### src/rtl/keypad_pkg.sv
// ============================================================================
// Module      : keypad_pkg
// Description : Shared types, constants and decode helpers for the 4x4 keypad scanner.
// Revision    : 1.0 - initial release
// ============================================================================
`default_nettype none

package keypad_pkg;

   typedef enum logic [1:0] {
      SCAN     = 2'd0,
      DEBOUNCE = 2'd1,
      HELD     = 2'd2
   } state_t;

   localparam logic [3:0] COL_RESET = 4'b1110;
   localparam logic [3:0] ROW_IDLE  = 4'b1111;
   localparam logic [3:0] KEY_STAR  = 4'hE;
   localparam logic [3:0] KEY_HASH  = 4'hF;

   function automatic logic onehot_low(input logic [3:0] v);
      return (v == 4'b1110) || (v == 4'b1101) || (v == 4'b1011) || (v == 4'b0111);
   endfunction

   function automatic logic [3:0] key_map(input logic [3:0] row_onehot_n,
                                          input logic [3:0] col_onehot_n);
      logic [1:0] r;
      logic [1:0] c;
      logic [3:0] code;
      r = 2'd0;
      c = 2'd0;
      for (int i = 0; i < 4; i++) begin
         if (!row_onehot_n[i]) r = 2'(i);
         if (!col_onehot_n[i]) c = 2'(i);
      end
      case ({r, c})
         4'h0:    code = 4'h1;
         4'h1:    code = 4'h2;
         4'h2:    code = 4'h3;
         4'h3:    code = 4'hA;
         4'h4:    code = 4'h4;
         4'h5:    code = 4'h5;
         4'h6:    code = 4'h6;
         4'h7:    code = 4'hB;
         4'h8:    code = 4'h7;
         4'h9:    code = 4'h8;
         4'hA:    code = 4'h9;
         4'hB:    code = 4'hC;
         4'hC:    code = KEY_STAR;
         4'hD:    code = 4'h0;
         4'hE:    code = KEY_HASH;
         default: code = 4'hD;
      endcase
      return code;
   endfunction

endpackage

`default_nettype wire

### src/rtl/keypad_row_sync.sv
// ============================================================================
// Module      : keypad_row_sync
// Description : Row input register; two stages when KEYPAD_SYNC_EN is defined, else one.
// Revision    : 1.0 - initial release
// ============================================================================
`default_nettype none

module keypad_row_sync
   import keypad_pkg::*;
(
   input  logic       clk,
   input  logic       reset,
   input  logic [3:0] i_row,
   output logic [3:0] o_row_s
);

`ifdef KEYPAD_SYNC_EN
   localparam int c_DEPTH = 2;
`else
   localparam int c_DEPTH = 1;
`endif

   logic [3:0] r_stage [c_DEPTH];

   // Idle value on reset so no phantom key is seen while the pipe fills.
   always_ff @(posedge clk or negedge reset) begin
      if (!reset) begin
         for (int i = 0; i < c_DEPTH; i++) r_stage[i] <= ROW_IDLE;
      end else begin
         r_stage[0] <= i_row;
         for (int i = 1; i < c_DEPTH; i++) r_stage[i] <= r_stage[i-1];
      end
   end

   assign o_row_s = r_stage[c_DEPTH-1];

endmodule

`default_nettype wire

### src/rtl/keypad_scanner.sv
// ============================================================================
// Module      : keypad_scanner
// Description : 4x4 active-low matrix scanner with press/release debounce;
//               KEYPAD_SYNC_EN adds a second row synchronizer stage.
// Revision    : 1.0 - initial release
// ============================================================================
`default_nettype none

module keypad_scanner
   import keypad_pkg::*;
#(
   parameter int SCAN_DIV     = 4,
   parameter int DEBOUNCE_CNT = 8
)(
   input  logic       clk,
   input  logic       reset,
   input  logic       enable,
   input  logic [3:0] row,
   output logic [3:0] col,
   output logic [3:0] number,
   output logic       key_valid
);

   localparam int c_CNT_MAX = (SCAN_DIV > DEBOUNCE_CNT) ? SCAN_DIV : DEBOUNCE_CNT;
   localparam int c_CNT_W   = $clog2(c_CNT_MAX + 1);
   localparam logic [c_CNT_W-1:0] c_DWELL_LAST = c_CNT_W'(SCAN_DIV - 1);
   localparam logic [c_CNT_W-1:0] c_CNT_LAST   = c_CNT_W'(DEBOUNCE_CNT - 1);

   logic [3:0]         w_row_s;
   state_t             r_state;
   logic [c_CNT_W-1:0] r_dwell;
   logic [c_CNT_W-1:0] r_cnt;
   logic [3:0]         r_row_lat;
   logic [3:0]         r_col;
   logic [3:0]         r_number;
   logic               r_key_valid;

   keypad_row_sync u_row_sync (
      .clk     (clk),
      .reset   (reset),
      .i_row   (row),
      .o_row_s (w_row_s)
   );

   always_ff @(posedge clk or negedge reset) begin
      if (!reset) begin
         r_state     <= SCAN;
         r_dwell     <= '0;
         r_cnt       <= '0;
         r_row_lat   <= ROW_IDLE;
         r_col       <= COL_RESET;
         r_number    <= 4'h0;
         r_key_valid <= 1'b0;
      end else begin
         r_key_valid <= 1'b0;
         if (!enable) begin
            r_state <= SCAN;
            r_dwell <= '0;
            r_cnt   <= '0;
         end else begin
            case (r_state)
               SCAN: begin
                  if (r_dwell == c_DWELL_LAST) begin
                     r_dwell <= '0;
                     if (onehot_low(w_row_s)) begin
                        r_row_lat <= w_row_s;
                        r_cnt     <= '0;
                        r_state   <= DEBOUNCE;
                     end else begin
                        r_col <= {r_col[2:0], r_col[3]};
                     end
                  end else begin
                     r_dwell <= r_dwell + 1'b1;
                  end
               end
               DEBOUNCE: begin
                  // Any glitch drops back to a fresh dwell on this same column.
                  if (w_row_s != r_row_lat) begin
                     r_state <= SCAN;
                     r_dwell <= '0;
                     r_cnt   <= '0;
                  end else if (r_cnt == c_CNT_LAST) begin
                     r_number    <= key_map(r_row_lat, r_col);
                     r_key_valid <= 1'b1;
                     r_cnt       <= '0;
                     r_state     <= HELD;
                  end else begin
                     r_cnt <= r_cnt + 1'b1;
                  end
               end
               HELD: begin
                  if (w_row_s != ROW_IDLE) begin
                     r_cnt <= '0;
                  end else if (r_cnt == c_CNT_LAST) begin
                     r_cnt   <= '0;
                     r_dwell <= '0;
                     r_col   <= {r_col[2:0], r_col[3]};
                     r_state <= SCAN;
                  end else begin
                     r_cnt <= r_cnt + 1'b1;
                  end
               end
               default: r_state <= SCAN;
            endcase
         end
      end
   end

   assign col       = r_col;
   assign number    = r_number;
   assign key_valid = r_key_valid;

endmodule

`default_nettype wire

### config.mk
export PLATFORM = sky130hd
export DESIGN_NAME = keypad_scanner
export DESIGN_NICKNAME = d
export VERILOG_FILES = /design/src/rtl/keypad_pkg.sv /design/src/rtl/keypad_row_sync.sv /design/src/rtl/keypad_scanner.sv
export SDC_FILE = /design/constraint.sdc
export NUM_CORES = 1
export LEC_CHECK = 0
export BUFFER_PORTS_ARGS = -buffer_cell sky130_fd_sc_hd__buf_2
export CORE_MARGIN = 3
export CORE_UTILIZATION = 25
export DETAILED_ROUTE_END_ITERATION = 10
export RECOVER_POWER = 25
export SLEW_MARGIN = 20
export SYNTH_ARGS = -nofsm -noshare
export SYNTH_HDL_FRONTEND = slang
export SYNTH_HIERARCHICAL = 1
export SYNTH_SLANG_ARGS = --single-unit
### constraint.sdc
create_clock -name clk -period 3.8 [get_ports clk]
set_input_delay 0.19 -clock clk [delete_from_list [all_inputs] [get_ports clk]]
set_output_delay 0.19 -clock clk [all_outputs]
set_load 0.01 [all_outputs]
# Word level (Yosys, flattened, before mapping)
# Memories as Yosys holds them, arrays and structs flattened. A register that Yosys moved wholly into a read port is not among the register bits.
# Cells that the tools add are included.
dict set report totals {
  register_bits 23
  latchBits 0
  ram_bits 0
  rom_bits 64
  in_bits 7
  out_inout_bits 9
  elab_cells 88
  n_memories 1
}
# memory words word_bits read_ports rd_clocked_by_memory_dff wr line_no
set mem_list {}
lappend mem_list {{(no name shown)} 16 4 1 1 0 keypad_pkg.sv:36} ;# case ({r, c})
dict set report classes {
  addsub 2
  mul 0
  div 0
  order_cmp 0
  n_eq_ne 21
  shift 0
  muxes 44
  bitwise 1
  n_reduce_logical 12
}
# operator n
set op_table {}
lappend op_table {{$mux W4} 15}
lappend op_table {{$mux W2} 19}
lappend op_table {{$pmux W4 S3} 2}
lappend op_table {{$ne A3 B3 Y1 const B} 5}
lappend op_table {{$eq A4 B4 Y1 const B} 3}
lappend op_table {{$reduce_and A4 Y1} 3}
lappend op_table {{$add A4 B1 Y4 const B} 2}
lappend op_table {{$eq A4 B3 Y1 const B} 2}
lappend op_table {{$ne A2 B2 Y1 const B} 4}
lappend op_table {{$ne A4 B4 Y1 const B} 2}
lappend op_table {{$pmux W4 S2} 1}
lappend op_table {{$mux W1} 6}
lappend op_table {{$pmux W2 S3} 1}
lappend op_table {{$reduce_and A6 Y1} 1}
lappend op_table {{$reduce_and A5 Y1} 1}
lappend op_table {{$eq A4 B2 Y1 const B} 1}
lappend op_table {{$ne A4 B1 Y1 const B} 1}
lappend op_table {{$ne A4 B4 Y1} 1}
lappend op_table {{$logic_or A1 B1 Y1} 3}
lappend op_table {{$reduce_and A3 Y1} 1}
lappend op_table {{$eq A2 B1 Y1 const B} 1}
lappend op_table {{$eq A2 B2 Y1 const B} 1}
lappend op_table {{$logic_not A2 Y1} 1}
lappend op_table {{$reduce_bool A2 Y1} 1}
lappend op_table {{other kinds (2)} 2}

# Longest topological paths before layout
# Gate-level depths: netlist (run 1).
dict set report logic_depth {
  depth_word 8
  mapped_depth 9
  ltp_nobuf 9
}

# Modules after synthesis
# The synthesis (run 1) kept the hierarchy.
# module instances cells_each area_each_um2 seq_area_each_um2
set by_module_without_submodules {}
lappend by_module_without_submodules {keypad_scanner 1 147 1521.5 584.3}
lappend by_module_without_submodules {keypad_row_sync 1 4 105.1 105.1}

# Worst setup path after synthesis (run 1)
# Ideal clock, no wire load.
dict set report synth_timing {
  path_kind {reg-to-reg}
  start {register r_col[2] (netlist: col[2])}
  end {register r_number[2] (netlist: number[2])}
  setup_ps 125
  arrival_ps 1772
  t_required_ps 3675
  slack_ps 1904
  stages_incl_launch_ff 7
  path_buffers 0
  period_less_slack_ps 1896
  path_cell_list {dfstp_2 inv_1 o21ai_0 ha_1 o21ai_0 a21oi_1 mux2_2}
}
dict set report synth_via {
  elab_chain_cells 6
}
# element line_no
set synth_rtl {}
lappend synth_rtl {{start: declaration} keypad_scanner.sv:34} ;# logic [3:0] r_col;
lappend synth_rtl {{start signal: assignment} keypad_scanner.sv:70} ;# r_col <= {r_col[2:0], r_col[3]};
lappend synth_rtl {{start signal: assignment} keypad_scanner.sv:97} ;# r_col <= {r_col[2:0], r_col[3]};
lappend synth_rtl {{$mux W2 (2 in a row)} keypad_pkg.sv:34} ;# if (!col_onehot_n[i]) c = 2'(i);
lappend synth_rtl {{$mux W2} keypad_scanner.sv:82} ;# end else if (r_cnt == c_CNT_LAST) begin
lappend synth_rtl {{$mux W2} keypad_scanner.sv:78} ;# if (w_row_s != r_row_lat) begin
lappend synth_rtl {{$mux W2} keypad_scanner.sv:61} ;# case (r_state)
lappend synth_rtl {{$mux W2} keypad_scanner.sv:56} ;# if (!enable) begin
lappend synth_rtl {{end: declaration} keypad_scanner.sv:35} ;# logic [3:0] r_number;
# No other way between the ends. The select of a mux whose other input is x is not followed.
# A chain may end at the register's enable or synchronous reset.

# Worst setup path after layout (run 1)
dict set report layout_timing {
  start {register r_col[2] (netlist: col[2])}
  end {register r_number[1] (netlist: number[1])}
}
# Same word-level chain as after synthesis.

==> flow_metrics.py, run 1 <==
metrics = {
    "synthesis": {
        "synth_cell_types": 42,
        "yosys_warnings": 6,
        "syn_inst": 151,
        "synth_nets": 169,
        "async_flop_share_pct": 100,
        "synth-seq-area-share_pct": 42.4,
        "synth_seq_cells": 27,
        "syn_area_mm2": 0.00163,
        "ys.flop_type": "dfrtp_1",
        "syn_avg_cell_area_um2": 10.8,
        "synth_edf_count": 0,
    },
    "floorplanning": {
        "design.core.area_mm2": 0.00610,
        "design.die.area_mm2": 0.00751,
        "ios": 16,
        "row_count": 28,
        "fp.dieW_um": 86.7,
        "die_h_um": 86.7,
        "start_util_pct": 26.7,
    },
    "clocking": {
        "clk_path_buf_depth": 2,
        "cts_max_level": 1,
        "cts_buffers": 3,
        "tritoncts": "done",
        "clock-sinks": 27,
        "cts.clk_slew.worst_paths_ns": 0.10,
        "worstSkewPairLatency_ns": 0.28,
        "post-cts-setup-buffers": 0,
        "cts_root_buf": "clkbuf_8",
    },
    "hold_path": {
        "hold_path_class": "in2reg",
    },
    "place": {
        "gp_congestion": 0.788,
        "io_buffers": 15,
        "placed_area_mm2": 0.00176,
        "dp_hpwl_mm": 2.22,
        "pre_cts_ws_ns": 1.74,
    },
    "grt": {
        "use_met1_pct": 12.6,
        "grtUsageMet3_pct": 1.71,
        "antenna_found_initial": 0,
        "grt_max_degree": 28,
        "grt_pass1_vias": 1113,
        "top_usage_layer": "met1",
        "grt.met2_usage_pct": 12.5,
        "overflow": 0,
        "grt_pass1_wl_mm": 5.18,
        "grt_usage_pct": 8.60,
    },
    "power": {
        "power.density_mw_per_mm2": 338,
        "clockPowerShare_pct": 27.4,
        "pwr-share-comb_pct": 16.6,
        "power.share.sequential_pct": 56.0,
        "peakVddDrop_v": 0.000175,
        "power_leakage_nw": 0.833,
        "p_sw_share_pct": 28.4,
        "p_sw_mw": 0.178,
        "power.internal_mw": 0.449,
    },
    "drt": {
        "wirelength_mm": 3.01,
        "vias": 1164,
        "dr.pass1.iters": 4,
        "wire_per_inst_um": 12.3,
        "drtIter0Drc": 73,
        "ant_nets": 0,
        "drt-vias-per-instance": 4.75,
        "drc": 0,
    },
    "final_layout": {
        "n_fill_cell": 650,
        "drive_gt1_share_pct": 30.6,
        "design_area_mm2": 0.00186,
        "syn2layout_area_growth_pct": 14.1,
        "layout.nets": 189,
        "num_antenna_cells": 0,
    },
    "timing": {
        "skew_ns": 0.00688,
        "setup-tns-final_ns": 0,
        "rsz0062_at_grt": "false",
        "setup_viol": 0,
        "relSlewSlack_pct": 4.42,
        "fmax_mhz": 494,
        "hold_violations": 0,
        "fin_crit_sh_pct": 53.3,
        "fin_crit_ns": 2.03,
        "fin_ws_ns": 1.77,
        "slew_viol_final": 0,
        "tightest_slew_ns": 1.43,
        "holdWs_ns": 0.291,
    },
    "critical_path": {
        "cp-end-kind": "flip-flop",
        "cp.arrival_ns": 2.23,
        "start_kind": "flip-flop",
        "critPathMaxFanout": 5,
        "worstSetupPathType": "reg2reg",
        "worstPathRequired_ns": 4.01,
        "reg2reg_slack_ns": 1.77,
    },
    "run": {
        "max-cap-violations": 0,
    },
    "run_status": {
        "status": "completed",
    },
}
[final cells by class]
type,count,area (um2),share of cell area (%)
flip-flops and latches,27,689,37.2
clock inverters,1,7.51,0.405
repair buffers,20,124,6.68
well taps,75,93.8,5.06
clock buffers,3,41.3,2.23
inverters,7,26.3,1.42
multi-input cells,112,873,47.1
[cells in the mapped netlist (2+ instances only)]
library cell | number | area share (%)
nand2_1 | 10 | 2.3
nand3_1 | 7 | 2.2
nand2b_1 | 2 | 0.77
xnor2_1 | 5 | 2.7
o21ai_2 | 2 | 1.1
nor2b_1 | 3 | 1.2
dfrtp_1 | 16 | 25
o21bai_1 | 2 | 0.92
a21o_1 | 2 | 0.92
nand4_1 | 3 | 1.2
dfstp_2 | 11 | 18
o31ai_1 | 3 | 1.4
nor2_1 | 6 | 1.4
nor3b_1 | 2 | 0.92
inv_1 | 7 | 1.6
nand4b_1 | 3 | 1.6
nor2_4 | 2 | 1.4
ha_1 | 11 | 8.5
and3_1 | 2 | 0.77
a22o_1 | 2 | 1.1
a21oi_1 | 6 | 1.8
a22o_2 | 2 | 1.2
mux2_2 | 10 | 6.9
buf_2 | 3 | 0.92
o21ai_0 | 10 | 3.1
buf_6 | 2 | 1.4
o211ai_1 | 2 | 0.92
[cell usage in the layout (no fill, tap or decap), types with 2 or more instances in the layout]
cell	synthesis	layout
nand4b_1	3	3
and3_1	2	2
nor2b_1	3	3
nor2_4	2	2
a22o_1	2	2
o21bai_1	2	2
clkbuf_8	0	3
inv_1	7	7
nand4_1	3	3
xnor2_1	5	5
mux2_2	10	10
a22o_2	2	2
buf_2	3	14
nor2_1	6	6
o21ai_2	2	2
o31ai_1	3	3
a21oi_1	6	6
a21o_1	2	2
ha_1	11	11
nand3_1	7	7
dlygate4sd3_1	0	5
nor3b_1	2	2
dfstp_2	11	11
o211ai_1	2	2
nand2b_1	2	2
nand2_1	10	10
dfrtp_1	16	16
o21ai_0	10	10
[through the flow]
step	util, %	total power [mW]	std cells
after floorplan	-	0.436	151
after global placement	28.8	0.456	236
after detailed placement	28.8	0.457	236
after CTS	30.5	0.638	245
after global routing	30.4	0.666	245
final	30.4	0.627	245
[per-layer routing]
layer	up-vias	wire length [um]
met3	2	109
met5	-	0
met2	18	1270
li1	583	-
met4	0	19
met1	561	1610
[flip-flops by register name, indices dropped and copies added (netlist names)]
signal / flops
r_dwell: 4
r_cnt: 4
r_row_lat: 4
number: 4
key_valid: 1
col: 4
u_row_sync/o_row_s: 4
r_state: 2
[timing repair]
action	in CTS	in global routing
hold buffers	5	0
endpoints found under the hold margin	20	0
setup endpoints to repair	0	0
resized for setup	0	0
[final timing paths]
check | from | endpoint | cells after the start
worst max-delay path | col[2] | number[1] | 9
worst min-delay path | enable | r_state[0] | 3
worst max register to register | col[2] | number[1] | 9
worst min register to register | number[0] | number[0] | 1
max in group asynchronous | reset | r_cnt[2] | 2
min in group asynchronous | reset | r_state[1] | 2
[logic make-up (layout without fill, tap and decap cells)]
family                   Yosys count  in the layout  synth area share (%)
multiplexers                      11             11                  7.62
AND/OR/NAND/NOR                   47             47                  16.8
XOR/XNOR                           6              6                  3.69
buffers and inverters             12             31                  3.92
flip-flops                        27             27                  42.4
adder cells (fa/ha/maj)           11             11                  8.46
AO/OA/AOI/OAI                     37             37                  17.2
[critical path, stage by stage (launching register included)]
cell and delay (ns):
dfstp_2 0.57, inv_1 0.04, o21ai_0 0.50, inv_1 0.17, ha_1 0.23, nand2_1 0.07, o211ai_1 0.08, nand3_1 0.09
o21ai_0 0.07, o21ai_0 0.14
[power groups by stage]
stage               clock, mW  combinational [mW]  sequential (mW)
finish                  0.172               0.104            0.351
global route            0.191               0.119            0.357
CTS                     0.182               0.106            0.350
global placement            0               0.101            0.355
detailed placement          0               0.102            0.356
floorplan                   0               0.101            0.335
(Power assumes the default switching activity.)
==> inputs of run 2 (changes only) <==
==> constraint.sdc (replaced) <==
create_clock -name clk -period 2.1 [get_ports clk]
set_input_delay 0.105 -clock clk [delete_from_list [all_inputs] [get_ports clk]]
set_output_delay 0.105 -clock clk [all_outputs]
set_load 0.01 [all_outputs]
==> run 2 against run 1 <==
Against the previous run: worst hold slack worse by 0.098 ns; largest cell class unchanged; register-to-register slack worse by 1.5 ns; critical endpoint is now col[0]; core utilization is 0.33 points higher; clock-buffer cell count stayed put; die area stayed put; clock skew is 0.0040 ns lower; global-route usage is 0.30 points higher.
==> flow_metrics.py, run 2 (synthesis gave the netlist of run 1 again) <==
metrics = {
    "run_status": {
        "status": "completed",
    },
    "grt": {
        "grt_max_degree": 28,
        "antenna_found_initial": 0,
        "grt_pass1_wl_mm": 5.39,
        "overflow": 0,
        "grt_pass1_vias": 1164,
        "grt_usage_pct": 8.90,
    },
    "critical_path": {
        "cp_slowest_cell": "or3b_4",
        "worstSetupPathType": "reg2reg",
        "path_delay_family": "simple AND/OR/NAND/NOR gates",
        "critPathMaxFanout": 4,
        "crit_chain": "ha_1, or3b_4, o21ai_2, o2111ai_2, mux2_2",
        "r2r_cells": 5,
        "crit_path_max_incr_delay_ns": 0.42,
        "cp-end-kind": "flip-flop",
        "reg2reg_from": "r_dwell[0]",
        "cp.arrival_ns": 2.00,
        "start_kind": "flip-flop",
        "reg2reg_slack_ns": 0.27,
        "startpoint": "r_dwell[0]",
        "worstPathBufferInverterCount": 0,
        "worstPathRequired_ns": 2.27,
        "r2r-end": "col[0]",
    },
    "timing": {
        "setup_viol": 0,
        "rsz0062_at_grt": "false",
        "hold_violations": 0,
        "fin_crit_ns": 1.83,
        "fin_crit_sh_pct": 87.3,
        "fmax_mhz": 545,
        "setup-tns-final_ns": 0,
        "slew_viol_final": 0,
        "tightest_slew_ns": 1.49,
        "skew_ns": 0.00287,
        "relSlewSlack_pct": 0.737,
    },
    "drt": {
        "drt-vias-per-instance": 4.74,
        "dr.pass1.iters": 4,
        "wirelength_mm": 3.13,
        "vias": 1175,
        "drtIter0Drc": 62,
        "ant_nets": 0,
        "wire_per_inst_um": 12.6,
        "drc": 0,
    },
    "hold_path": {
        "whs_path_depth": 3,
        "min_to": "r_state[0]",
        "hold_path_class": "in2reg",
        "min_from": "enable",
    },
    "power": {
        "power_leakage_nw": 0.850,
        "p_sw_share_pct": 27.6,
        "power.share.sequential_pct": 56.4,
        "pwr-share-comb_pct": 17.2,
        "p_sw_mw": 0.310,
        "power.density_mw_per_mm2": 599,
        "power.internal_mw": 0.813,
        "clockPowerShare_pct": 26.4,
        "peakVddDrop_v": 0.000287,
    },
    "clocking": {
        "cts.clk_slew.worst_paths_ns": 0.09,
        "worstSkewPairLatency_ns": 0.27,
        "clk_path_buf_depth": 2,
        "tritoncts": "done",
        "clock-sinks": 27,
        "cts_root_buf": "clkbuf_8",
        "cts_buffers": 3,
        "post_cts_resized": 0,
        "post-cts-setup-buffers": 0,
        "cts_max_level": 1,
    },
    "final_layout": {
        "multi_input_area_um2": 873,
        "design_area_mm2": 0.00188,
        "drive_gt1_share_pct": 31.8,
        "final_common_cell": "dfrtp_1",
        "layout_common_cells": "dfrtp_1 (16), buf_2 (14), ha_1 (11), dfstp_2 (11)",
        "regArea_um2": 689,
        "syn2layout_area_growth_pct": 15.3,
        "layout.nets": 192,
        "num_antenna_cells": 0,
        "n_fill_cell": 651,
    },
    "place": {
        "dp_hpwl_mm": 2.29,
        "gp_congestion": 0.812,
        "io_buffers": 15,
        "placed_area_mm2": 0.00178,
    },
    "floorplanning": {
        "design.die.area_mm2": 0.00751,
        "fp.dieW_um": 86.7,
        "design.core.area_mm2": 0.00610,
        "ios": 16,
        "die_h_um": 86.7,
        "row_count": 28,
        "start_util_pct": 26.7,
    },
    "run": {
        "max-cap-violations": 0,
    },
}
[run 2: worst max-delay path by stage]
stage / endpoint / slack (ns) / cells past startpoint
floorplan: number[2] / 0.20 / 6
global placement: col[0] / 0.29 / 5
detailed placement: col[0] / 0.27 / 5
CTS: col[0] / 0.26 / 5
global route: r_dwell[2] / 0.13 / 7
finish: col[0] / 0.27 / 5
[run 2: layout make-up]
type	instances	share of cell area (%)
clock buffers	3	2.20
clock inverters	1	0.267
inverters	7	1.40
multi-input cells	112	46.6
flip-flops and latches	27	36.8
well taps	75	5.00
repair buffers	23	7.81
[run 2: worst register-to-register path: cells and delay by family, from the launching register on]
kind                       cells  cell delay, ns
AOI/OAI and AO/OA              2            0.34
muxes                          1            0.33
adders and majority gates      1            0.23
DFF                            1            0.40
and+or+nand+nor                1            0.43
[run 2: power by group through the flow]
stage / clock network [mW] / logic, mW / registers (mW)
2_1_floorplan: 0 / 0.184 / 0.605
3_3_place_gp: 0 / 0.186 / 0.640
3_5_place_dp: 0 / 0.187 / 0.641
4_1_cts: 0.316 / 0.196 / 0.633
5_1_grt: 0.336 / 0.216 / 0.641
6_report: 0.296 / 0.194 / 0.633
[run 2: metal layers]
metal / global-route usage (%) / vias to the layer above / wire length (um)
met5: 0 / - / 0
met4: 1.27 / 0 / 12
met3: 2.57 / 2 / 128
met2: 13.7 / 26 / 1380
met1: 12.7 / 561 / 1610
li1: - / 586 / -
[run 2: timing repair]
action	CTS	global route
endpoints found under the hold margin	20	0
hold buffers	5	0
setup endpoints to repair	0	0
[run 2: per-stage QoR]
step / util (%) / power (mW) / hold WS, ns / setup slack [ns] / instances
2_1_floorplan: - / 0.789 / -0.191 / 0.204 / 151
3_3_place_gp: 29.2 / 0.826 / 0.162 / 0.291 / 239
3_5_place_dp: 29.2 / 0.829 / 0.159 / 0.270 / 239
4_1_cts: 30.8 / 1.14 / 0.183 / 0.255 / 248
5_1_grt: 30.8 / 1.19 / 0.211 / 0.135 / 248
6_report: 30.8 / 1.12 / 0.192 / 0.267 / 248
